`config.mk`:
```
export PLATFORM = sky130hd
export DESIGN_NAME = hazard_stall_ctrl_flat
export DESIGN_NICKNAME = d
export VERILOG_FILES = /design/src/rtl/hazard_stall_ctrl_if.sv /design/src/rtl/hazard_stall_ctrl.sv /design/src/flat_wrapper.sv
export SDC_FILE = /design/constraint.sdc
export NUM_CORES = 1
export LEC_CHECK = 0
export BUFFER_PORTS_ARGS = -buffer_cell sky130_fd_sc_hd__buf_2
export CAP_MARGIN = 20
export CORE_AREA = 2 2 68 70
export CTS_BUF_LIST = sky130_fd_sc_hd__clkbuf_16
export DETAILED_ROUTE_END_ITERATION = 7
export DIE_AREA = 0 0 70 72
export PLACE_DENSITY = 0.75
export SETUP_SLACK_MARGIN = 0.2
export SLEW_MARGIN = 10
export SYNTH_ARGS = -nofsm -noshare
export SYNTH_HDL_FRONTEND = slang
export SYNTH_SLANG_ARGS = --single-unit
```
`constraint.sdc`:
```
create_clock -name clk -period 2 [get_ports clk]
set_clock_uncertainty 0.15 [all_clocks]
set_input_delay 0 -clock clk [delete_from_list [all_inputs] [get_ports clk]]
set_output_delay 0 -clock clk [all_outputs]
set_load 0.02 [all_outputs]
```
`src/rtl/hazard_stall_ctrl_if.sv`:
```
// Signal bundle between the pipeline datapath and the hazard/stall controller.
// The datapath side (master) drives hazard sources; the controller (slave)
// returns stall, flush, forwarding and status.
interface hazard_stall_ctrl_if #(
  parameter int CNT_W = 16
);
  logic [4:0]       Rs1D;
  logic [4:0]       Rs2D;
  logic [4:0]       Rs1E;
  logic [4:0]       Rs2E;
  logic [4:0]       RdE;
  logic             ResultSrcE0;
  logic             PCSrcE;
  logic [4:0]       RdM;
  logic             RegWriteM;
  logic [4:0]       RdW;
  logic             RegWriteW;
  logic             MemReqM;
  logic             MemReadyM;

  logic             StallF;
  logic             StallD;
  logic             StallE;
  logic             StallM;
  logic             FlushD;
  logic             FlushE;
  logic             FlushW;
  logic [1:0]       ForwardAE;
  logic [1:0]       ForwardBE;
  logic             MemErr;
  logic [CNT_W-1:0] StallCnt;

  modport master (
    output Rs1D, Rs2D, Rs1E, Rs2E, RdE, ResultSrcE0, PCSrcE,
           RdM, RegWriteM, RdW, RegWriteW, MemReqM, MemReadyM,
    input  StallF, StallD, StallE, StallM, FlushD, FlushE, FlushW,
           ForwardAE, ForwardBE, MemErr, StallCnt
  );

  modport slave (
    input  Rs1D, Rs2D, Rs1E, Rs2E, RdE, ResultSrcE0, PCSrcE,
           RdM, RegWriteM, RdW, RegWriteW, MemReqM, MemReadyM,
    output StallF, StallD, StallE, StallM, FlushD, FlushE, FlushW,
           ForwardAE, ForwardBE, MemErr, StallCnt
  );
endinterface

```
`src/rtl/hazard_stall_ctrl.sv`:
```
// Hazard and stall scheduler for the 5-stage pipeline: EX forwarding selects,
// load-use interlock, branch flush, and a wait-state FSM that freezes the
// whole pipeline while a multi-cycle data-memory access is outstanding.
// All control outputs are combinational from inputs and FSM state.
module hazard_stall_ctrl #(
  parameter int TIMEOUT = 200,
  parameter int WAIT_W  = 8,
  parameter int CNT_W   = 16
) (
  input logic            clk,
  input logic            reset,
  hazard_stall_ctrl_if.slave bus
);

  typedef enum logic [1:0] {
    S_IDLE = 2'd0,
    S_WAIT = 2'd1,
    S_ERR  = 2'd2
  } state_t;

  state_t              state;
  state_t              state_nxt;
  logic [WAIT_W-1:0]   wait_cnt;
  logic                mem_err;
  logic [CNT_W-1:0]    stall_cnt;

  logic                timeout_hit;
  logic                lw_stall;
  logic                mem_stall;
  logic                stall_f;
  logic                stall_e;
  logic                flush_d;
  logic                flush_e;
  logic                flush_w;
  logic [1:0]          fwd_a;
  logic [1:0]          fwd_b;

  // MEM result wins over WB result; x0 is never forwarded.
  function automatic logic [1:0] fwd_sel(input logic [4:0] rs,
                                         input logic [4:0] rd_m, input logic wr_m,
                                         input logic [4:0] rd_w, input logic wr_w);
    if (wr_m && (rd_m != 5'd0) && (rd_m == rs))
      return 2'b10;
    else if (wr_w && (rd_w != 5'd0) && (rd_w == rs))
      return 2'b01;
    else
      return 2'b00;
  endfunction

  // Increment that sticks at the all-ones value.
  function automatic logic [CNT_W-1:0] sat_inc(input logic [CNT_W-1:0] v);
    return (&v) ? v : v + CNT_W'(1);
  endfunction

  assign timeout_hit = (wait_cnt == WAIT_W'(TIMEOUT));

  // FSM state register.
  always_ff @(posedge clk or negedge reset) begin
    if (!reset)
      state <= S_IDLE;
    else
      state <= state_nxt;
  end

  // Wait-state counter and sticky timeout flag.
  always_ff @(posedge clk or negedge reset) begin
    if (!reset) begin
      wait_cnt <= '0;
      mem_err  <= 1'b0;
    end else begin
      case (state)
        S_IDLE: if (bus.MemReqM && !bus.MemReadyM) wait_cnt <= WAIT_W'(1);
        S_WAIT: if (!bus.MemReadyM && !timeout_hit) wait_cnt <= wait_cnt + WAIT_W'(1);
        default: ;
      endcase
      if ((state == S_WAIT) && (state_nxt == S_ERR))
        mem_err <= 1'b1;
    end
  end

  // Saturating count of cycles in which the PC was held.
  always_ff @(posedge clk or negedge reset) begin
    if (!reset)
      stall_cnt <= '0;
    else if (stall_f)
      stall_cnt <= sat_inc(stall_cnt);
  end

  // Next-state logic for the memory wait FSM; ERR is left only by reset.
  always_comb begin
    state_nxt = state;
    unique case (state)
      S_IDLE:  if (bus.MemReqM && !bus.MemReadyM) state_nxt = S_WAIT;
      S_WAIT:  if (bus.MemReadyM)                 state_nxt = S_IDLE;
               else if (timeout_hit)              state_nxt = S_ERR;
      S_ERR:   state_nxt = S_ERR;
      default: state_nxt = S_IDLE;
    endcase
  end

  // Stall/flush/forward outputs; a memory freeze overrides load-use and
  // branch handling, which re-evaluate on release since EX is held.
  always_comb begin
    lw_stall  = bus.ResultSrcE0 && (bus.RdE != 5'd0) &&
                ((bus.RdE == bus.Rs1D) || (bus.RdE == bus.Rs2D));
    mem_stall = ((state == S_IDLE) && bus.MemReqM && !bus.MemReadyM) ||
                ((state == S_WAIT) && !bus.MemReadyM) ||
                (state == S_ERR);
    fwd_a     = fwd_sel(bus.Rs1E, bus.RdM, bus.RegWriteM, bus.RdW, bus.RegWriteW);
    fwd_b     = fwd_sel(bus.Rs2E, bus.RdM, bus.RegWriteM, bus.RdW, bus.RegWriteW);
    if (mem_stall) begin
      stall_f = 1'b1;
      stall_e = 1'b1;
      flush_d = 1'b0;
      flush_e = 1'b0;
      flush_w = 1'b1;
    end else begin
      stall_f = lw_stall;
      stall_e = 1'b0;
      flush_d = bus.PCSrcE;
      flush_e = lw_stall || bus.PCSrcE;
      flush_w = 1'b0;
    end
    if (!reset) begin
      stall_f = 1'b0;
      stall_e = 1'b0;
      flush_d = 1'b0;
      flush_e = 1'b0;
      flush_w = 1'b0;
      fwd_a   = 2'b00;
      fwd_b   = 2'b00;
    end
  end

  assign bus.StallF    = stall_f;
  assign bus.StallD    = stall_f;
  assign bus.StallE    = stall_e;
  assign bus.StallM    = stall_e;
  assign bus.FlushD    = flush_d;
  assign bus.FlushE    = flush_e;
  assign bus.FlushW    = flush_w;
  assign bus.ForwardAE = fwd_a;
  assign bus.ForwardBE = fwd_b;
  assign bus.MemErr    = mem_err;
  assign bus.StallCnt  = stall_cnt;

endmodule
```
`src/flat_wrapper.sv`:
```
// flat-port wrapper written by rule: the top's interface ports become plain ports
module hazard_stall_ctrl_flat 
#(
  parameter int TIMEOUT = 200,
  parameter int WAIT_W  = 8,
  parameter int CNT_W   = 16
)
  (clk, reset, bus_Rs1D, bus_Rs2D, bus_Rs1E, bus_Rs2E, bus_RdE, bus_ResultSrcE0, bus_PCSrcE, bus_RdM, bus_RegWriteM, bus_RdW, bus_RegWriteW, bus_MemReqM, bus_MemReadyM, bus_StallF, bus_StallD, bus_StallE, bus_StallM, bus_FlushD, bus_FlushE, bus_FlushW, bus_ForwardAE, bus_ForwardBE, bus_MemErr, bus_StallCnt);
  hazard_stall_ctrl_if #(.CNT_W(CNT_W)) bus_i ();
  input logic clk;
  input logic reset;
  input wire logic [$bits(bus_i.Rs1D)-1:0] bus_Rs1D;
  input wire logic [$bits(bus_i.Rs2D)-1:0] bus_Rs2D;
  input wire logic [$bits(bus_i.Rs1E)-1:0] bus_Rs1E;
  input wire logic [$bits(bus_i.Rs2E)-1:0] bus_Rs2E;
  input wire logic [$bits(bus_i.RdE)-1:0] bus_RdE;
  input wire logic [$bits(bus_i.ResultSrcE0)-1:0] bus_ResultSrcE0;
  input wire logic [$bits(bus_i.PCSrcE)-1:0] bus_PCSrcE;
  input wire logic [$bits(bus_i.RdM)-1:0] bus_RdM;
  input wire logic [$bits(bus_i.RegWriteM)-1:0] bus_RegWriteM;
  input wire logic [$bits(bus_i.RdW)-1:0] bus_RdW;
  input wire logic [$bits(bus_i.RegWriteW)-1:0] bus_RegWriteW;
  input wire logic [$bits(bus_i.MemReqM)-1:0] bus_MemReqM;
  input wire logic [$bits(bus_i.MemReadyM)-1:0] bus_MemReadyM;
  output wire logic [$bits(bus_i.StallF)-1:0] bus_StallF;
  output wire logic [$bits(bus_i.StallD)-1:0] bus_StallD;
  output wire logic [$bits(bus_i.StallE)-1:0] bus_StallE;
  output wire logic [$bits(bus_i.StallM)-1:0] bus_StallM;
  output wire logic [$bits(bus_i.FlushD)-1:0] bus_FlushD;
  output wire logic [$bits(bus_i.FlushE)-1:0] bus_FlushE;
  output wire logic [$bits(bus_i.FlushW)-1:0] bus_FlushW;
  output wire logic [$bits(bus_i.ForwardAE)-1:0] bus_ForwardAE;
  output wire logic [$bits(bus_i.ForwardBE)-1:0] bus_ForwardBE;
  output wire logic [$bits(bus_i.MemErr)-1:0] bus_MemErr;
  output wire logic [$bits(bus_i.StallCnt)-1:0] bus_StallCnt;
  assign bus_i.Rs1D = bus_Rs1D;
  assign bus_i.Rs2D = bus_Rs2D;
  assign bus_i.Rs1E = bus_Rs1E;
  assign bus_i.Rs2E = bus_Rs2E;
  assign bus_i.RdE = bus_RdE;
  assign bus_i.ResultSrcE0 = bus_ResultSrcE0;
  assign bus_i.PCSrcE = bus_PCSrcE;
  assign bus_i.RdM = bus_RdM;
  assign bus_i.RegWriteM = bus_RegWriteM;
  assign bus_i.RdW = bus_RdW;
  assign bus_i.RegWriteW = bus_RegWriteW;
  assign bus_i.MemReqM = bus_MemReqM;
  assign bus_i.MemReadyM = bus_MemReadyM;
  assign bus_StallF = bus_i.StallF;
  assign bus_StallD = bus_i.StallD;
  assign bus_StallE = bus_i.StallE;
  assign bus_StallM = bus_i.StallM;
  assign bus_FlushD = bus_i.FlushD;
  assign bus_FlushE = bus_i.FlushE;
  assign bus_FlushW = bus_i.FlushW;
  assign bus_ForwardAE = bus_i.ForwardAE;
  assign bus_ForwardBE = bus_i.ForwardBE;
  assign bus_MemErr = bus_i.MemErr;
  assign bus_StallCnt = bus_i.StallCnt;
  hazard_stall_ctrl #(.TIMEOUT(TIMEOUT), .WAIT_W(WAIT_W), .CNT_W(CNT_W)) u_core (.clk(clk), .reset(reset), .bus(bus_i));
endmodule
```
-- Word-level counts from Yosys, hierarchy flattened
Index checks and enable logic that the tools add are counted.
- add/subtract/negate cells: 2
- eq/ne operators: 12
- multiplexer cells: 21
- bitwise operators: 1
- reductions and logical operators: 28
- operators by type and width (cell ; number):
    $eq A5 B5 Y1 ; 6
    $add A16 B1 Y16 const B ; 1
    $mux W8 ; 2
    $pmux W8 S2 ; 1
    $reduce_and A16 Y1 ; 1
    $reduce_bool A5 Y1 ; 3
    $logic_and A1 B1 Y1 ; 14
    $mux W2 ; 7
    $mux W1 ; 10
    $add A8 B1 Y8 const B ; 1
    $eq A8 B8 Y1 const B ; 1
    $pmux W2 S3 ; 1
    $eq A2 B2 Y1 const B ; 2
    $logic_or A1 B1 Y1 ; 4
    $ne A2 B1 Y1 const B ; 2
    $reduce_and A3 Y1 ; 1
    $eq A2 B1 Y1 const B ; 1
    $logic_not A1 Y1 ; 2
    $logic_not A2 Y1 ; 1
    $reduce_and A2 Y1 ; 1
    $reduce_bool A2 Y1 ; 1
    $not A1 Y1 ; 1
- register bits after elaboration: 27
- input bits: 43
- output and inout bits: 28
- word-level logic and storage cells: 68

-- Longest topological paths before layout
Gate-level depths: netlist (run 1).
- depth after elaboration: 8
- mapped depth: 8
- mapped depth without buffers: 8

-- Worst setup path after synthesis (run 1)
OpenSTA, ideal clock, no wires.
- kind: register to register
- start point: register u_core.stall_cnt[0] (netlist: u_core.bus.StallCnt[0])
- end point: register u_core.stall_cnt[0] (netlist: u_core.bus.StallCnt[0])
- arrival: 1799 ps
- required time: 1718 ps
- setup slack: -82 ps
- stages on the path, launching flop included: 8
- buffers on the path: 1
- clock period less this slack: 2082 ps
- cell sequence: dfrtp_1 -> ha_1 -> nand4_1 -> nand4b_1 -> and3_1 -> a31o_4 -> buf_12 -> xor2_1
- longest elaborated chain between the ends: 3
- ends and longest elaborated chain (element ; line ; RTL):
    start, declared ; hazard_stall_ctrl.sv:25 ; logic [CNT_W-1:0] stall_cnt;
    start signal, assigned ; hazard_stall_ctrl.sv:86 ; stall_cnt <= sat_inc(stall_cnt);
    parallel branches: the longest is 3 deep, another holds $add A16 B1 Y16 ; - ;
Parallel ways; which one is timed is not known.
A chain may end at the register's enable or synchronous reset.

-- Final worst setup path (run 1)
- start point: register u_core.stall_cnt[0] (netlist: u_core.bus.StallCnt[0])
- end point: register u_core.stall_cnt[1] (netlist: u_core.bus.StallCnt[1])
Same word-level chain as after synthesis.

==> results of run 1 <==
## report_power, final
| group | switching [mW] | leakage [nW] | internal, mW |
|---|---|---|---|
| Combinational | 0.353 | 0.849 | 0.343 |
| Clock | 0.183 | 0.0423 | 0.268 |
| Sequential | 0.0798 | 0.357 | 0.634 |
## per-layer routing
layer	part of all wire, %	vias to the layer above
met2	53	42
met1	40	811
li1	-	835
met4	1.7	0
met5	0	-
met3	4.7	9
## logic make-up after synthesis
family	share of synthesized area (%)
simple gates	26.35
fa+ha+maj	2.081
flops	37.45
compound gates	6.728
buf+inv	3.190
mux	1.872
xor+xnor	22.33
## placed cells by master, fill, tap and decap left out, drive strengths merged, types with 2 or more instances in the layout
master,netlist,final
buf,4,89
xnor2,27,27
dfrtp,27,27
xor2,19,19
nand2,18,18
nand3,12,12
nand4,8,8
nor2,7,7
and3,7,7
inv,4,5
nor4,5,5
or4,4,4
o21ai,4,4
a21oi,4,4
and2,4,4
or3,3,3
mux2,3,3
clkbuf,0,3
dlygate4sd3,0,3
nand2b,3,3
ha,3,3
a31o,1,2
and4,2,2
## metrics by stage
step	instances	hold slack, ps	power (mW)
6_report	330	-5.782	1.862
4_1_cts	322	7.580	1.803
5_1_grt	330	33.44	1.979
2_1_floorplan	184	-445.6	1.060
3_3_place_gp	312	-240.4	1.292
3_5_place_dp	312	-232.5	1.311
## worst min-delay path, stage by stage
cell and delay [ps]:
buf_2 160, nor3b_2 80, nand2_1 90, nand2_1 50
## synth_stat cells (all sizes together), types with 2 or more instances
cell type / number / area, um2
nor2: 7 / 26.28
nand3: 12 / 75.07
or3: 3 / 18.77
o21ai: 4 / 20.02
nand2: 18 / 80.08
and4: 2 / 17.52
dfrtp: 27 / 675.7
nand2b: 3 / 18.77
nor4: 5 / 31.28
a21oi: 4 / 20.02
xor2: 19 / 166.4
and3: 7 / 43.79
and2: 4 / 25.02
buf: 4 / 42.54
ha: 3 / 37.54
inv: 4 / 15.01
xnor2: 27 / 236.5
or4: 4 / 30.03
mux2: 3 / 33.78
nand4: 8 / 50.05
## area by class of cell
| class | count | area, um2 | share of cell area, % |
|---|---|---|---|
| clock inverters | 1 | 3.754 | 0.1463 |
| well taps | 52 | 65.06 | 2.537 |
| clock buffers | 3 | 75.07 | 2.927 |
| inverters | 4 | 15.01 | 0.5854 |
| multi-input cells | 150 | 1190 | 46.39 |
| flip-flops and latches | 27 | 680.7 | 26.54 |
| repair buffers | 93 | 535.5 | 20.88 |
## flip-flops by register name (all words and copies together), names as in the netlist
name                 count
u_core.bus.StallCnt     16
u_core.bus.MemErr        1
u_core.state             2
u_core.wait_cnt          8
## worst paths after layout
kind                                                         start                                 end  cells past startpoint
worst max register to register  u_core.bus.StallCnt[0]$_DFFE_PN0P_  u_core.bus.StallCnt[1]$_DFFE_PN0P_                      6
min in group asynchronous                                    reset  u_core.bus.StallCnt[2]$_DFFE_PN0P_                      3
worst min register to register       u_core.bus.MemErr$_DFFE_PN0P_       u_core.bus.MemErr$_DFFE_PN0P_                      1
worst max-delay path            u_core.bus.StallCnt[0]$_DFFE_PN0P_  u_core.bus.StallCnt[1]$_DFFE_PN0P_                      6
worst min-delay path                                 bus_MemReadyM           u_core.state[1]$_DFF_PN0_                      4
max in group asynchronous                                    reset  u_core.bus.StallCnt[0]$_DFFE_PN0P_                      4
## repair_timing
item,CTS,global route
hold endpoints to repair,27,7
pin swaps,3,12
cloned,1,0
setup endpoints to repair,16,20
resized for setup,3,13
hold buffers,1,3
buffers inserted,4,5
==> summary.txt, run 1 <==
STA
  • Max-slew headroom: roughly two thirds
  • Final Max Tran Viols: 0
  • Max Freq: 533.6 MHz
  • Setup tns final: 0 ps
  • Final setup viols: 0
  • Final min period: 1874 ps
  • Setup ws final: 126.0 ps
  • Least-Margin Pin Slew: 525.9 ps
  • Final period util: 93.70%
  • Minimum hold slack: -5.782 ps
  • Final hold vios: 1
  • RSZ-0062 raised after global routing: true

Floorplanning
  • Die area: just over 5000 um2
  • I/O pin count: 71
  • Core outline area: 4264 um2
  • Die H: 72 um
  • Starting density of the core: 42.31%
  • # rows: 24
  • Die W: 70 um

Synth
  • Syn Nets: 230
  • Post-synth ARST share: between 90% and 100%
  • Most used DFF post-synth: dfrtp_1
  • Yosys warns: 0
  • Mean post-synth cell area: 9.806 um2
  • Number of synthesized register bits: 27
  • Yosys cell types: 39
  • Sequential-to-total area share from yosys stat: 37.45%
  • Syn Inst Count: roughly 180
  • Post-synth EDFFs: 0
  • Syn Std Cell Area: 1804 um2

Setup path
  • Worst Setup End Kind: flip-flop
  • Slowest-stage cell, CP: dfrtp_2
  • Bufs and invs on worst path: 0
  • CP delay by family, top: simple AND/OR/NAND/NOR gates
  • Critical Path AT: between 1500 and 2000 ps
  • CP cell instances: ha_4 -> nand4_1 -> nand4b_1 -> and3_4 -> a31o_4 -> mux2_2
  • Worst path max stage delay: 390 ps
  • Reg2Reg Setup Slack: 130 ps
  • Crit path max fanout: 7
  • Worst setup SP type: flip-flop
  • CP Data Required Time: 2000 ps
  • Critical path class: flip-flop to flip-flop

Global route
  • Gr ovfl total: 0
  • Pin count of the biggest net entering global routing: 16
  • Global-route wire length before repair: 7.610 mm
  • GRT Total Usage: a little under a fifth
  • Met3 Use GR: under 10%
  • Met2 Track Usage GR: 35.03%
  • Met1 Use GR: a little over a fifth
  • Initial antenna violation count: 0
  • Vias in the first global route: 1725
  • Busiest layer in global routing: met2

Layout
  • ANT cells: 0
  • Nets: 325
  • Layout cells sized above 1: roughly 45%
  • Layout area overhead: 42.16%
  • Fill cell count: 379
  • Fin area: 2565 um2
  • Core Util, Final: 60.15%

Place
  • RD Place Congestion: 0.9117
  • DP Wirelength: 3.398 mm
  • PortBufs: 70
  • DP Area: 2295 um2
  • Dpl ws: 49.46 ps

Power and ir drop
  • Peak VDD IR: 0.4766 mV
  • Pwr dens: about 730 nW/um2
  • Leak pwr: 1.248 nW

Routing
  • Via count: between 1500 and 2000
  • DRC: 0
  • Final wirelength: between 4 and 5 mm
  • Antenna Violating Nets Remaining: 0
  • Vias per Instance: 5.142
  • Routed WL per cell: 14.09 um
  • DR iter-0 viols: 100
  • Drt pass-1 iters: 4

CTS
  • Clock sinks: 27
  • CTS Buf Count: 3
  • Root Buffer: clkbuf_16
  • Maximum clock path buffer count: 2
  • Clk pin slew, worst setup/hold paths: 60 ps
  • CTS tree: done
  • Clock latency at the later pin of the worst-skew pair: between 200 and 300 ps
  • H-tree Lvls: 1

Status
  • Violated checks: negative hold slack
  • Outcome: finished, violations left

Run
  • Max Cap Violations: 0

Worst hold path
  • Worst min path class: input port to flip-flop
No activity file was read; power rests on OpenSTA's default activity.
==> inputs of run 2 (changes only) <==
--- a/config.mk
+++ b/config.mk
@@ -11,7 +11,7 @@
 export CTS_BUF_LIST = sky130_fd_sc_hd__clkbuf_16
 export DETAILED_ROUTE_END_ITERATION = 7
 export DIE_AREA = 0 0 70 72
-export PLACE_DENSITY = 0.75
+export PLACE_DENSITY = 0.8
 export SETUP_SLACK_MARGIN = 0.2
 export SLEW_MARGIN = 10
 export SYNTH_ARGS = -nofsm -noshare
==> summary.txt, run 2 (synthesized netlist as in run 1, its figures left out) <==
Status
  • Outcome: complete, no violations

Layout
  • Area of the multi-input gates: 1166 um2 (-2.0%)
  • Max reg flops: 16 (unchanged)
  • Register area: 679.4 um2 (-0.18%)
  • Layout cells sized above 1: 44.57% (-0.40 points)
  • Commonest non-fill, non-tap cell in the layout: buf_2
  • Highest-count cells in the layout ignoring fill and taps: buf_2 (70), xnor2_1 (26), dfrtp_1 (24)
  • Fin area: 2519 um2 (-1.8%)
  • ANT cells: 0 (unchanged)
  • Non-Filler Instances: 328 (-0.61%)
  • Fill cell count: 392 (+3.4%)
  • Nets: 323 (-0.62%)
  • Core Util, Final: 59.07% (-1.1 points)
  • Layout area overhead: 39.60%

Setup path
  • Worst Setup End Kind: flip-flop
  • Slowest-stage cell, CP: dfrtp_2
  • Bufs and invs on worst path: 0 (unchanged)
  • CP cell instances: o31ai_4 -> and3_4 -> a31o_4 -> mux2_2
  • Crit path max fanout: 7 (unchanged)
  • Worst path max stage delay: 480 ps (+90 ps)
  • Critical Path AT: 1860 ps (about the same)
  • CP Data Required Time: 1990 ps (about the same)
  • CP delay by family, top: compound AO/OA/AOI/OAI gates
  • Critical path class: flip-flop to flip-flop
  • Worst setup SP type: flip-flop

Place
  • DP Wirelength: 3.343 mm (-1.6%)
  • RD Place Congestion: 0.8550 (-6.2%)
  • PortBufs: 70 (unchanged)
  • DP Area: 2287 um2 (-0.33%)
  • Inst Count DP: 311 (-0.32%)
  • Dpl ws: 45.96 ps (-3.505 ps)

Routing
  • Antenna Violating Nets Remaining: 0 (unchanged)
  • Drt pass-1 iters: 4 (unchanged)
  • DR iter-0 viols: 70 (-30%)
  • Routed WL per cell: 13.95 um (-0.99%)
  • Final wirelength: 4.577 mm (-1.6%)
  • Vias per Instance: 5.174 (+0.61%)
  • DRC: 0 (unchanged)
  • Via count: 1697 (unchanged)

STA
  • Least-Margin Pin Slew: 479.3 ps (-46.58 ps)
  • RSZ-0062 raised after global routing: true
  • Setup tns final: 0 ps (unchanged)
  • Max-slew headroom: 68.04% (+3.1 points)
  • Final hold vios: 0 (-1)
  • Final period util: 93.29% (-0.41 points)
  • Minimum hold slack: 105.6 ps (+111.4 ps)
  • Max Freq: 536.0 MHz (+0.44%)
  • Final setup viols: 0 (unchanged)
  • Final Max Tran Viols: 0 (unchanged)
  • Setup ws final: 134.2 ps (+8.250 ps)
  • Final min period: 1866 ps (-8.250 ps)

Global route
  • Vias in the first global route: 1625 (-5.8%)
  • Pin count of the biggest net entering global routing: 25 (+9)
  • Initial antenna violation count: 0 (unchanged)
  • Global-route wire length before repair: 7.472 mm (-1.8%)
  • Gr ovfl total: 0 (unchanged)
  • GRT Total Usage: 18.34% (-0.61 points)

Floorplanning
  • Core outline area: 4264 um2 (unchanged)
  • Die area: 5040 um2 (unchanged)
  • I/O pin count: 71 (unchanged)
  • # rows: 24 (unchanged)
  • Die W: 70 um (unchanged)
  • Starting density of the core: 42.31% (unchanged)
  • Die H: 72 um (unchanged)

Power and ir drop
  • Pwr dens: 713.2 nW/um2 (-1.7%)
  • Final Total Pwr: 1.796 mW (-3.5%)
  • Leak pwr: 1.220 nW (-2.2%)
  • Peak VDD IR: 0.4325 mV (-9.2%)

CTS
  • H-tree Lvls: 1 (unchanged)
  • Clk pin slew, worst setup/hold paths: 70 ps (about the same)
  • Root Buffer: clkbuf_16
  • Clock latency at the later pin of the worst-skew pair: 260 ps (about the same)
  • CTS tree: done
  • CTS Buf Count: 3 (unchanged)
  • Maximum clock path buffer count: 2 (unchanged)
  • Clock sinks: 27 (unchanged)

Worst hold path
  • Worst min path class: input port to asynchronous set/reset pin

Run
  • Max Cap Violations: 0 (unchanged)
-- run 2: cell count changes in the layout (fill, tap and decap cells not counted), sizes merged --
| cell | previous run | this run |
|---|---|---|
| dlymetal6s4s | 1 | 0 |
| clkinv | 0 | 1 |
| dlygate4sd3 | 3 | 2 |
| inv | 5 | 4 |
-- run 2: worst paths after layout --
kind | cells after the start | end | start | slack, ps
hold / removal | 2 | u_core.bus.StallCnt[3]$_DFFE_PN0P_ | reset | 110
max in group asynchronous | 3 | u_core.bus.StallCnt[0]$_DFFE_PN0P_ | reset | 980
hold reg to reg | 1 | u_core.bus.MemErr$_DFFE_PN0P_ | u_core.bus.MemErr$_DFFE_PN0P_ | 320
setup / recovery | 4 | u_core.bus.StallCnt[1]$_DFFE_PN0P_ | u_core.state[1]$_DFF_PN0_ | 130
min in group clk | 4 | u_core.wait_cnt[6]$_DFFE_PN0P_ | bus_MemReqM | 140
setup reg to reg | 4 | u_core.bus.StallCnt[1]$_DFFE_PN0P_ | u_core.state[1]$_DFF_PN0_ | 130
-- run 2: worst reg2reg max path, cell delays in order (launching register included) --
cell and delay (ps):
dfrtp_2 480, o31ai_4 350, and3_4 260, a31o_4 160, mux2_2 350
-- run 2: timing repair --
action                     CTS  global route
setup buffers                6             4
hold buffers                 2             0
pin swaps                    5             6
resized for setup            3             5
hold endpoints to repair    29             0
setup endpoints to repair   16            19
cloned                       1             0
-- run 2: per-layer routing --
layer | global-route usage (%) | up-vias | part of all wire (%) | wire, um
li1 | - | 834 | - | -
met1 | 22.61 | 800 | 40 | 1853
met2 | 33.12 | 57 | 52 | 2397
met3 | 4.167 | 6 | 6.3 | 287
met4 | 3.846 | 0 | 0.85 | 39
met5 | 0 | - | 0 | 0
-- run 2: layout make-up --
| cell class | instances | share of cell area (%) |
|---|---|---|
| sequential | 27 | 26.97 |
| timing repair buffer | 91 | 20.37 |
| clock buffer | 3 | 2.981 |
| tap | 52 | 2.583 |
| inverter | 4 | 0.5961 |
| clock inverter | 1 | 0.1987 |
| multi-input combinational | 150 | 46.30 |
-- run 2: where the power goes --
group	internal [mW]	switching, mW	total [mW]
Combinational	0.304	0.326	0.630
Sequential	0.634	0.0785	0.712
Clock	0.270	0.184	0.454
Total	1.21	0.589	1.80
==> inputs of run 3 (changes only) <==
--- a/config.mk
+++ b/config.mk
@@ -12,6 +12,7 @@
 export DETAILED_ROUTE_END_ITERATION = 7
 export DIE_AREA = 0 0 70 72
 export PLACE_DENSITY = 0.8
+export REMOVE_ABC_BUFFERS = 1
 export SETUP_SLACK_MARGIN = 0.2
 export SLEW_MARGIN = 10
 export SYNTH_ARGS = -nofsm -noshare
==> summary.txt, run 3 (synthesized netlist as in run 1, its figures left out) <==
Setup path
  • Crit path max fanout: 7 (unchanged)
  • CP cell instances: ha_2 -> nand4_1 -> nand4b_1 -> buf_4 -> a31o_4 -> mux2_2
  • Worst Setup End Kind: flip-flop
  • CP delay by family, top: flip-flops
  • Worst setup SP type: flip-flop
  • CP Data Required Time: 2000 ps (about the same)
  • Critical Path AT: 1850 ps (about the same)
  • Worst path depth: 6 (+2)
  • Worst path max stage delay: 350 ps (-130 ps)
  • Register-to-Register Path Depth: 6 (+2)
  • Critical path class: flip-flop to flip-flop
  • Bufs and invs on worst path: 1 (+1)
  • Slowest-stage cell, CP: dfrtp_1

Layout
  • Highest-count cells in the layout ignoring fill and taps: buf_2 (70), xnor2_1 (27), dfrtp_1 (26)
  • ANT cells: 0 (unchanged)
  • Layout cells sized above 1: 43.62% (-0.95 points)
  • Core Util, Final: 59.71% (+0.65 points)
  • Commonest non-fill, non-tap cell in the layout: buf_2
  • Layout area overhead: 41.12%
  • Max reg flops: 16 (unchanged)
  • Nets: 329 (+1.9%)

Place
  • DP Wirelength: 3.370 mm (+0.80%)
  • PortBufs: 70 (unchanged)
  • RD Place Congestion: 0.8104 (-5.2%)

STA
  • Final period util: 92.61% (-0.67 points)
  • RSZ-0062 raised after global routing: true
  • Final hold vios: 0 (unchanged)
  • Max-slew headroom: 67.76% (-0.28 points)
  • Final min period: 1852 ps (-13.47 ps)
  • Minimum hold slack: 43.88 ps (-61.72 ps)
  • Final Max Tran Viols: 0 (unchanged)
  • Max Freq: 539.9 MHz (+0.73%)
  • Least-Margin Pin Slew: 483.5 ps (+4.210 ps)
  • Final setup viols: 0 (unchanged)

Routing
  • Antenna Violating Nets Remaining: 0 (unchanged)
  • Vias per Instance: 5.237 (+1.2%)
  • Drt pass-1 iters: 4 (unchanged)
  • Routed WL per cell: 13.76 um (-1.4%)
  • Via count: 1749 (+3.1%)
  • DR iter-0 viols: 78 (+11%)
  • Final wirelength: 4.595 mm (+0.39%)
  • DRC: 0 (unchanged)

Floorplanning
  • Core outline area: 4264 um2 (unchanged)
  • I/O pin count: 71 (unchanged)
  • Die area: 5040 um2 (unchanged)
  • Die H: 72 um (unchanged)
  • Starting density of the core: 42.31% (unchanged)
  • Die W: 70 um (unchanged)
  • # rows: 24 (unchanged)

Global route
  • Global-route wire length before repair: 7.424 mm (-0.64%)
  • Vias in the first global route: 1688 (+3.9%)
  • Initial antenna violation count: 0 (unchanged)
  • Gr ovfl total: 0 (unchanged)
  • GRT Total Usage: 18.19% (-0.15 points)
  • Pin count of the biggest net entering global routing: 16 (-36%)

CTS
  • Clock latency at the later pin of the worst-skew pair: 260 ps (about the same)
  • H-tree Lvls: 1 (unchanged)
  • CTS Buf Count: 3 (unchanged)
  • CTS tree: done
  • Clk pin slew, worst setup/hold paths: 60 ps (about the same)
  • Maximum clock path buffer count: 2 (unchanged)
  • Root Buffer: clkbuf_16
  • Clock sinks: 27 (unchanged)

Status
  • Outcome: complete, no violations

Power and ir drop
  • Peak VDD IR: 0.3715 mV (-14%)
  • Leak pwr: 1.253 nW (+2.6%)
  • Pwr dens: 695.6 nW/um2 (-2.5%)
  • Final Total Pwr: 1.771 mW (-1.4%)

Run
  • Max Cap Violations: 0 (unchanged)

Worst hold path
  • Worst min path class: input port to flip-flop
  • Worst hold path cell count: 4
==> run 3: worst paths after layout <==
path / startpoint / to / slack (ps)
max: u_core.bus.StallCnt[1]$_DFFE_PN0P_ / u_core.bus.StallCnt[1]$_DFFE_PN0P_ / 150
min: bus_MemReadyM / u_core.state[0]$_DFF_PN0_ / 40
max reg2reg: u_core.bus.StallCnt[1]$_DFFE_PN0P_ / u_core.bus.StallCnt[1]$_DFFE_PN0P_ / 150
max in group asynchronous: reset / u_core.state[1]$_DFF_PN0_ / 500
min reg2reg: u_core.bus.MemErr$_DFFE_PN0P_ / u_core.bus.MemErr$_DFFE_PN0P_ / 310
min in group asynchronous: reset / u_core.bus.StallCnt[13]$_DFFE_PN0P_ / 230
==> run 3: what timing repair did <==
action | 4_1_cts | 5_1_grt
hold endpoints to repair | 27 | 7
gates resized for setup | 8 | 9
pin swaps | 4 | 11
setup endpoints to repair | 17 | 23
hold buffers | 2 | 2
buffers inserted | 6 | 2
gates cloned | 1 | 0
==> run 3: metrics by stage <==
stage               instance area (um2)  cells  worst slack (ps)  setup TNS, ps
finish                             2546    334             147.7              0
global placement                   2290    317             76.99              0
CTS                                2479    330             179.5              0
global route                       2546    334             71.92              0
detailed placement                 2290    317             16.37              0
floorplan                          1762    180            -343.0         -898.3
==> run 3: worst register-to-register path, delay by kind of cell, from the launching register on <==
kind,cells,cell delay [ps]
compound gates,1,270
buf+inv,1,180
fa+ha+maj,1,180
simple gates,2,340
mux,1,270
flops,1,350
==> run 3: metal layers <==
metal	share of wire (%)	up-vias	GRT usage, %
met5	0	-	0
met4	1.7	0	6.410
met3	6.6	7	3.056
met2	49	68	33.02
met1	43	823	21.92
li1	-	851	-
==> run 3: area by class of cell <==
type / count / area (um2)
timing repair buffer: 97 / 565.5
fill: 356 / 1718
sequential: 27 / 676.9
tap: 52 / 65.06
inverter: 4 / 15.01
clock buffer: 3 / 75.07
clock inverter: 1 / 3.754
multi-input combinational: 150 / 1145
==> run 3: report_power, final <==
group / switching [mW] / leakage, nW / internal (mW)
Combinational: 0.329 / 0.850 / 0.310
Sequential: 0.0667 / 0.360 / 0.630
Clock: 0.168 / 0.0423 / 0.267
